===== src/rtl/wb_arb_pkg.sv =====
// Shared constants and types for the register-file writeback port arbiter.
// Address and data widths are fixed here so every user of the port agrees on them.
package wb_arb_pkg;

  localparam int ADDR_W = 5;
  localparam int DATA_W = 32;

  localparam logic [ADDR_W-1:0] REG_ZERO = 5'd0;

  typedef enum logic {
    PRIO0  = 1'b0,
    FORCE1 = 1'b1
  } arb_state_t;

  localparam logic GRANT_ALU = 1'b0;
  localparam logic GRANT_LD  = 1'b1;

endpackage


===== src/rtl/wb_port_arbiter_if.sv =====
// Writeback port bundle: two requesters with valid/ready handshakes, a stall input,
// and the registered register-file write produced by the arbiter.
interface wb_port_arbiter_if;
  import wb_arb_pkg::*;

  logic              stall;
  logic              req0_valid;
  logic [ADDR_W-1:0] req0_addr;
  logic [DATA_W-1:0] req0_data;
  logic              req0_ready;
  logic              req1_valid;
  logic [ADDR_W-1:0] req1_addr;
  logic [DATA_W-1:0] req1_data;
  logic              req1_ready;
  logic              wb_sel;
  logic              wb_we;
  logic [ADDR_W-1:0] wb_addr;
  logic [DATA_W-1:0] wb_data;
  logic              starved;

  modport master (
    output stall, req0_valid, req0_addr, req0_data, req1_valid, req1_addr, req1_data,
    input  req0_ready, req1_ready, wb_sel, wb_we, wb_addr, wb_data, starved
  );

  modport slave (
    input  stall, req0_valid, req0_addr, req0_data, req1_valid, req1_addr, req1_data,
    output req0_ready, req1_ready, wb_sel, wb_we, wb_addr, wb_data, starved
  );

endinterface


===== src/rtl/MUX_5_2_1.sv =====
// 5-bit 2:1 multiplexer used to select the winning destination register address.
module MUX_5_2_1 (
  input  logic [4:0] in_0,
  input  logic [4:0] in_1,
  input  logic       sel,
  output logic [4:0] out
);

  assign out = sel ? in_1 : in_0;

endmodule


===== src/rtl/wb_port_arbiter.sv =====
// Arbitrates the register-file write port between ALU (req0) and load (req1) writebacks:
// fixed priority to req0, with a starvation guard that forces a req1 grant.
module wb_port_arbiter
  import wb_arb_pkg::*;
#(
  parameter int STARVE_MAX = 3
) (
  input logic               clk,
  input logic               rst_n,
  wb_port_arbiter_if.slave  bus
);

  localparam logic [3:0] W_MAX = 4'(STARVE_MAX);

  arb_state_t        r_state;
  logic [3:0]        r_starve_cnt;
  logic              r_we;
  logic              r_sel;
  logic [ADDR_W-1:0] r_addr;
  logic [DATA_W-1:0] r_data;

  logic              w_grant0;
  logic              w_grant1;
  logic              w_fire;
  logic              w_sel;
  logic              w_wait1;
  logic              w_starve_hit;
  logic [3:0]        w_cnt_next;
  logic [ADDR_W-1:0] w_addr;
  logic [DATA_W-1:0] w_data;

  // In FORCE1 req0 is locked out, so req1 wins whenever it is valid.
  assign w_grant0 = rst_n && !bus.stall && bus.req0_valid && (r_state == PRIO0);
  assign w_grant1 = rst_n && !bus.stall && bus.req1_valid && !w_grant0;
  assign w_fire   = w_grant0 || w_grant1;
  assign w_sel    = w_grant1 ? GRANT_LD : GRANT_ALU;
  assign w_wait1  = rst_n && !bus.stall && bus.req1_valid && !w_grant1;

  MUX_5_2_1 u_addr_mux (
    .in_0 (bus.req0_addr),
    .in_1 (bus.req1_addr),
    .sel  (w_sel),
    .out  (w_addr)
  );

  assign w_data = w_grant1 ? bus.req1_data : bus.req0_data;

  always_comb begin
    w_cnt_next = r_starve_cnt;
    if (w_grant1) begin
      w_cnt_next = 4'd0;
    end else if (w_wait1 && (r_starve_cnt != W_MAX)) begin
      w_cnt_next = r_starve_cnt + 4'd1;
    end
  end

  // Only a cycle in which req1 actually lost may trigger the force, so a saturated
  // counter left over from a dropped request cannot lock out req0 on its own.
  assign w_starve_hit = w_wait1 && (w_cnt_next == W_MAX);

  always_ff @(posedge clk) begin
    if (!rst_n) begin
      r_state      <= PRIO0;
      r_starve_cnt <= 4'd0;
      r_we         <= 1'b0;
      r_sel        <= GRANT_ALU;
      r_addr       <= REG_ZERO;
      r_data       <= '0;
    end else begin
      r_starve_cnt <= w_cnt_next;
      case (r_state)
        PRIO0:   if (w_starve_hit) r_state <= FORCE1;
        FORCE1:  if (!bus.stall && (w_grant1 || !bus.req1_valid)) r_state <= PRIO0;
        default: r_state <= PRIO0;
      endcase
      r_we <= w_fire && (w_addr != REG_ZERO);
      if (w_fire) begin
        r_sel  <= w_sel;
        r_addr <= w_addr;
        r_data <= w_data;
      end
    end
  end

  assign bus.req0_ready = w_grant0;
  assign bus.req1_ready = w_grant1;
  // Gating with rst_n keeps a write already in the output register off the port while reset is held.
  assign bus.wb_we      = r_we && rst_n;
  assign bus.wb_sel     = r_sel;
  assign bus.wb_addr    = r_addr;
  assign bus.wb_data    = r_data;
  assign bus.starved    = (r_state == FORCE1);

endmodule


===== src/flat_wrapper.sv =====
// flat-port wrapper written by rule: the top's interface ports become plain ports
module wb_port_arbiter_flat import wb_arb_pkg::*;
#(
  parameter int STARVE_MAX = 3
)
  (clk, rst_n, bus_stall, bus_req0_valid, bus_req0_addr, bus_req0_data, bus_req1_valid, bus_req1_addr, bus_req1_data, bus_req0_ready, bus_req1_ready, bus_wb_sel, bus_wb_we, bus_wb_addr, bus_wb_data, bus_starved);
  wb_port_arbiter_if bus_i ();
  input logic clk;
  input logic rst_n;
  input wire logic [$bits(bus_i.stall)-1:0] bus_stall;
  input wire logic [$bits(bus_i.req0_valid)-1:0] bus_req0_valid;
  input wire logic [$bits(bus_i.req0_addr)-1:0] bus_req0_addr;
  input wire logic [$bits(bus_i.req0_data)-1:0] bus_req0_data;
  input wire logic [$bits(bus_i.req1_valid)-1:0] bus_req1_valid;
  input wire logic [$bits(bus_i.req1_addr)-1:0] bus_req1_addr;
  input wire logic [$bits(bus_i.req1_data)-1:0] bus_req1_data;
  output wire logic [$bits(bus_i.req0_ready)-1:0] bus_req0_ready;
  output wire logic [$bits(bus_i.req1_ready)-1:0] bus_req1_ready;
  output wire logic [$bits(bus_i.wb_sel)-1:0] bus_wb_sel;
  output wire logic [$bits(bus_i.wb_we)-1:0] bus_wb_we;
  output wire logic [$bits(bus_i.wb_addr)-1:0] bus_wb_addr;
  output wire logic [$bits(bus_i.wb_data)-1:0] bus_wb_data;
  output wire logic [$bits(bus_i.starved)-1:0] bus_starved;
  assign bus_i.stall = bus_stall;
  assign bus_i.req0_valid = bus_req0_valid;
  assign bus_i.req0_addr = bus_req0_addr;
  assign bus_i.req0_data = bus_req0_data;
  assign bus_i.req1_valid = bus_req1_valid;
  assign bus_i.req1_addr = bus_req1_addr;
  assign bus_i.req1_data = bus_req1_data;
  assign bus_req0_ready = bus_i.req0_ready;
  assign bus_req1_ready = bus_i.req1_ready;
  assign bus_wb_sel = bus_i.wb_sel;
  assign bus_wb_we = bus_i.wb_we;
  assign bus_wb_addr = bus_i.wb_addr;
  assign bus_wb_data = bus_i.wb_data;
  assign bus_starved = bus_i.starved;
  wb_port_arbiter #(.STARVE_MAX(STARVE_MAX)) u_core (.clk(clk), .rst_n(rst_n), .bus(bus_i));
endmodule

===== config.mk =====
export PLATFORM = sky130hd
export DESIGN_NAME = wb_port_arbiter_flat
export DESIGN_NICKNAME = d
export VERILOG_FILES = /design/src/rtl/wb_arb_pkg.sv /design/src/rtl/wb_port_arbiter_if.sv /design/src/rtl/MUX_5_2_1.sv /design/src/rtl/wb_port_arbiter.sv /design/src/flat_wrapper.sv
export SDC_FILE = /design/constraint.sdc
export NUM_CORES = 1
export LEC_CHECK = 0
export CAP_MARGIN = 20
export CORE_ASPECT_RATIO = 1.1
export CORE_MARGIN = 2
export CORE_UTILIZATION = 39
export CTS_CLUSTER_DIAMETER = 100
export DETAILED_ROUTE_END_ITERATION = 7
export PLACE_DENSITY = 0.8
export SYNTH_ARGS = -nofsm -noshare
export SYNTH_HDL_FRONTEND = slang
export SYNTH_SLANG_ARGS = --single-unit

===== constraint.sdc =====
create_clock -name clk -period 2 [get_ports clk]
set_input_delay 0.4 -clock clk [delete_from_list [all_inputs] [get_ports clk]]
set_output_delay 0.4 -clock clk [all_outputs]
set_load 0.1 [all_outputs]

==> results_dict.tcl <==
set metrics [dict create \
    status "finished clean" \
    wire_per_inst_um 14.4 \
    overflow 0 \
    syn_area_per_cell_um2 10.4 \
    hold_class "reg -> reg" \
    coreArea_um2 5470 \
    cpLargestDelayFamily "buffers and inverters" \
    crit_type "in -> out" \
    max_slew.worst_pin.slew_ns 0.341 \
    pin_count 121 \
    finClkSkew_ns 0.00262 \
    cap_violations 0 \
    synth.most_common_cell "dfxtp_1" \
    firstDrtPassIters 4 \
    cp.arrival_ns 1.53 \
    cts-root-buf "clkbuf_8" \
    cts_buffers 5 \
    grt_max_degree 30 \
    path_max_fanout 3 \
    worst-path-buf-inv 3 \
    fmax_ghz 0.517 \
    yosysTopAreaCell "dfxtp_1" \
    synth-edff-count 0 \
    cp_cell_sequence "clkdlybuf4s50_1, and2b_4, nor2_8, buf_12, buf_12" \
    place.gp.congestion 0.843 \
    fin_crit_sh_pct 96.6 \
    synthArstFlopShare_pct 0 \
    num_rows 28 \
    synthesis.nets 296 \
    die_h_um 83.5 \
    ff2ff_setup_slack_ns 0.29 \
    syn_to_final_growth_pct 63.7 \
    antenna_found_initial 0 \
    cp-end-kind "output port" \
    fill_cells 460 \
    cts.sinks 44 \
    critPathLaunchType "input port" \
    hold_depth 2 \
    yosys_warnings 0 \
    slew_headroom_pct 76.9 \
    min_from "u_core.bus.wb_data[27]$_SDFFE_PN0P_" \
    crit_top_cell "buf_12" \
    nets 428 \
    syn_inst 216 \
    rsz0062_at_grt "no" \
    grt_usage_pct 19.8 \
    synth_top_area_share_pct 39.4 \
    synthTopCellsByCount "dfxtp_1, mux2i_1, nor2_1" \
    syn_area_um2 2240 \
    grt_pass1_vias 2208 \
    dp_hpwl_um 4950 \
    p_leak_nw 1.44 \
    power_density_nw_per_um2 654 \
    netlist-cell-type-count 40 \
    min_period_ns 1.93 \
    grt_pass1_wl_um 10200 \
    peakVddDrop_v 0.000432 \
    clkLatencyLatePin_ns 0.29 \
    synthTopCellsByArea "dfxtp_1, a211oi_2, mux2i_1" \
    cts.reportedPaths.clkPinSlew_ns 0.08 \
    ant_nets 0 \
    hold_buffers 0 \
    clk_path_buf_depth 2 \
    holdWs_ns 0.451 \
    cts_max_level 2 \
    start_util_pct 41.0 \
    detail_route.iter0.violations 79 \
    worst_hold_path.endpoint "u_core.bus.wb_data[27]$_SDFFE_PN0P_" \
    cp_slowest_stage_delay_ns 0.47 \
    synth-seq-area-share_pct 39.4 \
    dieArea_um2 6360 \
    worst_path_max_delay_cell "clkdlybuf4s50_1" \
    setup_tns_ns 0 \
    ff2ff_path_depth 5 \
    die_x_um 76.2 \
    layout-drive-gt1-share_pct 31.2 \
    timing_hold_violations_final 0 \
    ys_ff_latch 44 \
    cts_tree "done" \
    drc 0 \
    port_buffers 120 \
    routed_wl_um 6110 \
    synth_ff_type "dfxtp_1" \
    vias 2103 \
    diodes 0 \
    cp-startpoint "bus_req0_valid" \
    drt-vias-per-instance 4.96 \
    r2r-start "u_core.r_starve_cnt[0]$_SDFF_PN0_" \
    setup_viol 0 \
    worstPathRequired_ns 1.60 \
    regToRegEndpoint "u_core.bus.starved$_SDFF_PN0_" \
    maxSlewViolCount 0 \
]
-- final cells by class --
cell class                      count  area, µm²  area share (%)
Inverter                            2       7.51           0.205
Sequential cell                    44        882            24.1
Tap cell                           75       93.8            2.56
Clock buffer                        8       90.1            2.46
Timing Repair Buffer              142       1380            37.6
Multi-Input combinational cell    153       1210            33.2
-- timing repair --
item | in CTS | in global routing
resized for setup | 0 | 1
buffers inserted | 0 | 0
endpoints found under the setup margin | 0 | 1
-- through the flow --
step	cell area [µm²]	power (mW)	utilization (%)	instances	worst slack [ns]
global route	3660	2.50	67.1	424	0.0304
global placement	3570	1.85	65.4	416	0.0133
finish	3660	2.40	67.1	424	0.0676
detailed placement	3570	1.86	65.4	416	-0.0453
floorplan	2240	1.55	-	216	0.104
CTS	3660	2.42	67.0	424	0.00984
-- tightest hold or removal path, stage by stage (launching register included) --
cell	delay [ns]
dfxtp_1	0.31
nand3_1	0.06
nand2_1	0.04
-- sequential cells by signal, indices dropped and copies added (netlist names) --
name / cells
u_core.bus.starved: 1
u_core.bus.wb_addr: 5
u_core.bus.wb_data: 32
u_core.bus.wb_sel: 1
u_core.r_starve_cnt: 4
u_core.r_we: 1
-- logic make-up (layout without fill, tap and decap cells) --
family	after synthesis	in the layout	synth area share, %
buffers and inverters	19	152	6.48
AOI/OAI and AO/OA	48	48	21.4
xor gates and xnor gates	1	1	0.391
adders and majority gates	1	1	0.559
and+or+nand+nor	72	72	17.9
muxes	31	31	13.9
DFF	44	44	39.4
-- cell usage in the layout, fill, tap and decap left out, types with 6 or more instances in the layout --
cell type and count:
clkdlybuf4s50_1 77, mux2i_1 31, nand2_1 8, buf_12 9, nand3_1 12, dfxtp_1 43
a211oi_2 26, clkbuf_8 6, a22oi_1 6, buf_4 55, nor2_1 31
-- how the worst max path moves through the flow --
stage / slack (ns) / cells past startpoint / to
2_1_floorplan: 0.10 / 3 / bus_req1_ready
3_3_place_gp: 0.01 / 8 / u_core.bus.wb_data[27]$_SDFFE_PN0P_
3_5_place_dp: -0.05 / 8 / u_core.bus.wb_data[26]$_SDFFE_PN0P_
4_1_cts: 0.01 / 5 / bus_req1_ready
5_1_grt: 0.03 / 5 / bus_req1_ready
6_report: 0.07 / 5 / bus_req1_ready
-- per-layer routing --
metal	track usage, %	vias to the layer above	routed length [µm]
met4	6.61	0	112
met1	20.1	983	2270
li1	-	1051	-
met2	39.1	56	3490
met5	0	-	0
met3	4.44	13	235
-- power by group --
| part | switching (mW) | internal [mW] |
|---|---|---|
| clock | 0.278 | 0.282 |
| combinational | 0.568 | 0.314 |
| sequential | 0.0275 | 0.929 |
| total | 0.873 | 1.53 |
Note: power is estimated with default switching activity, not from simulation.
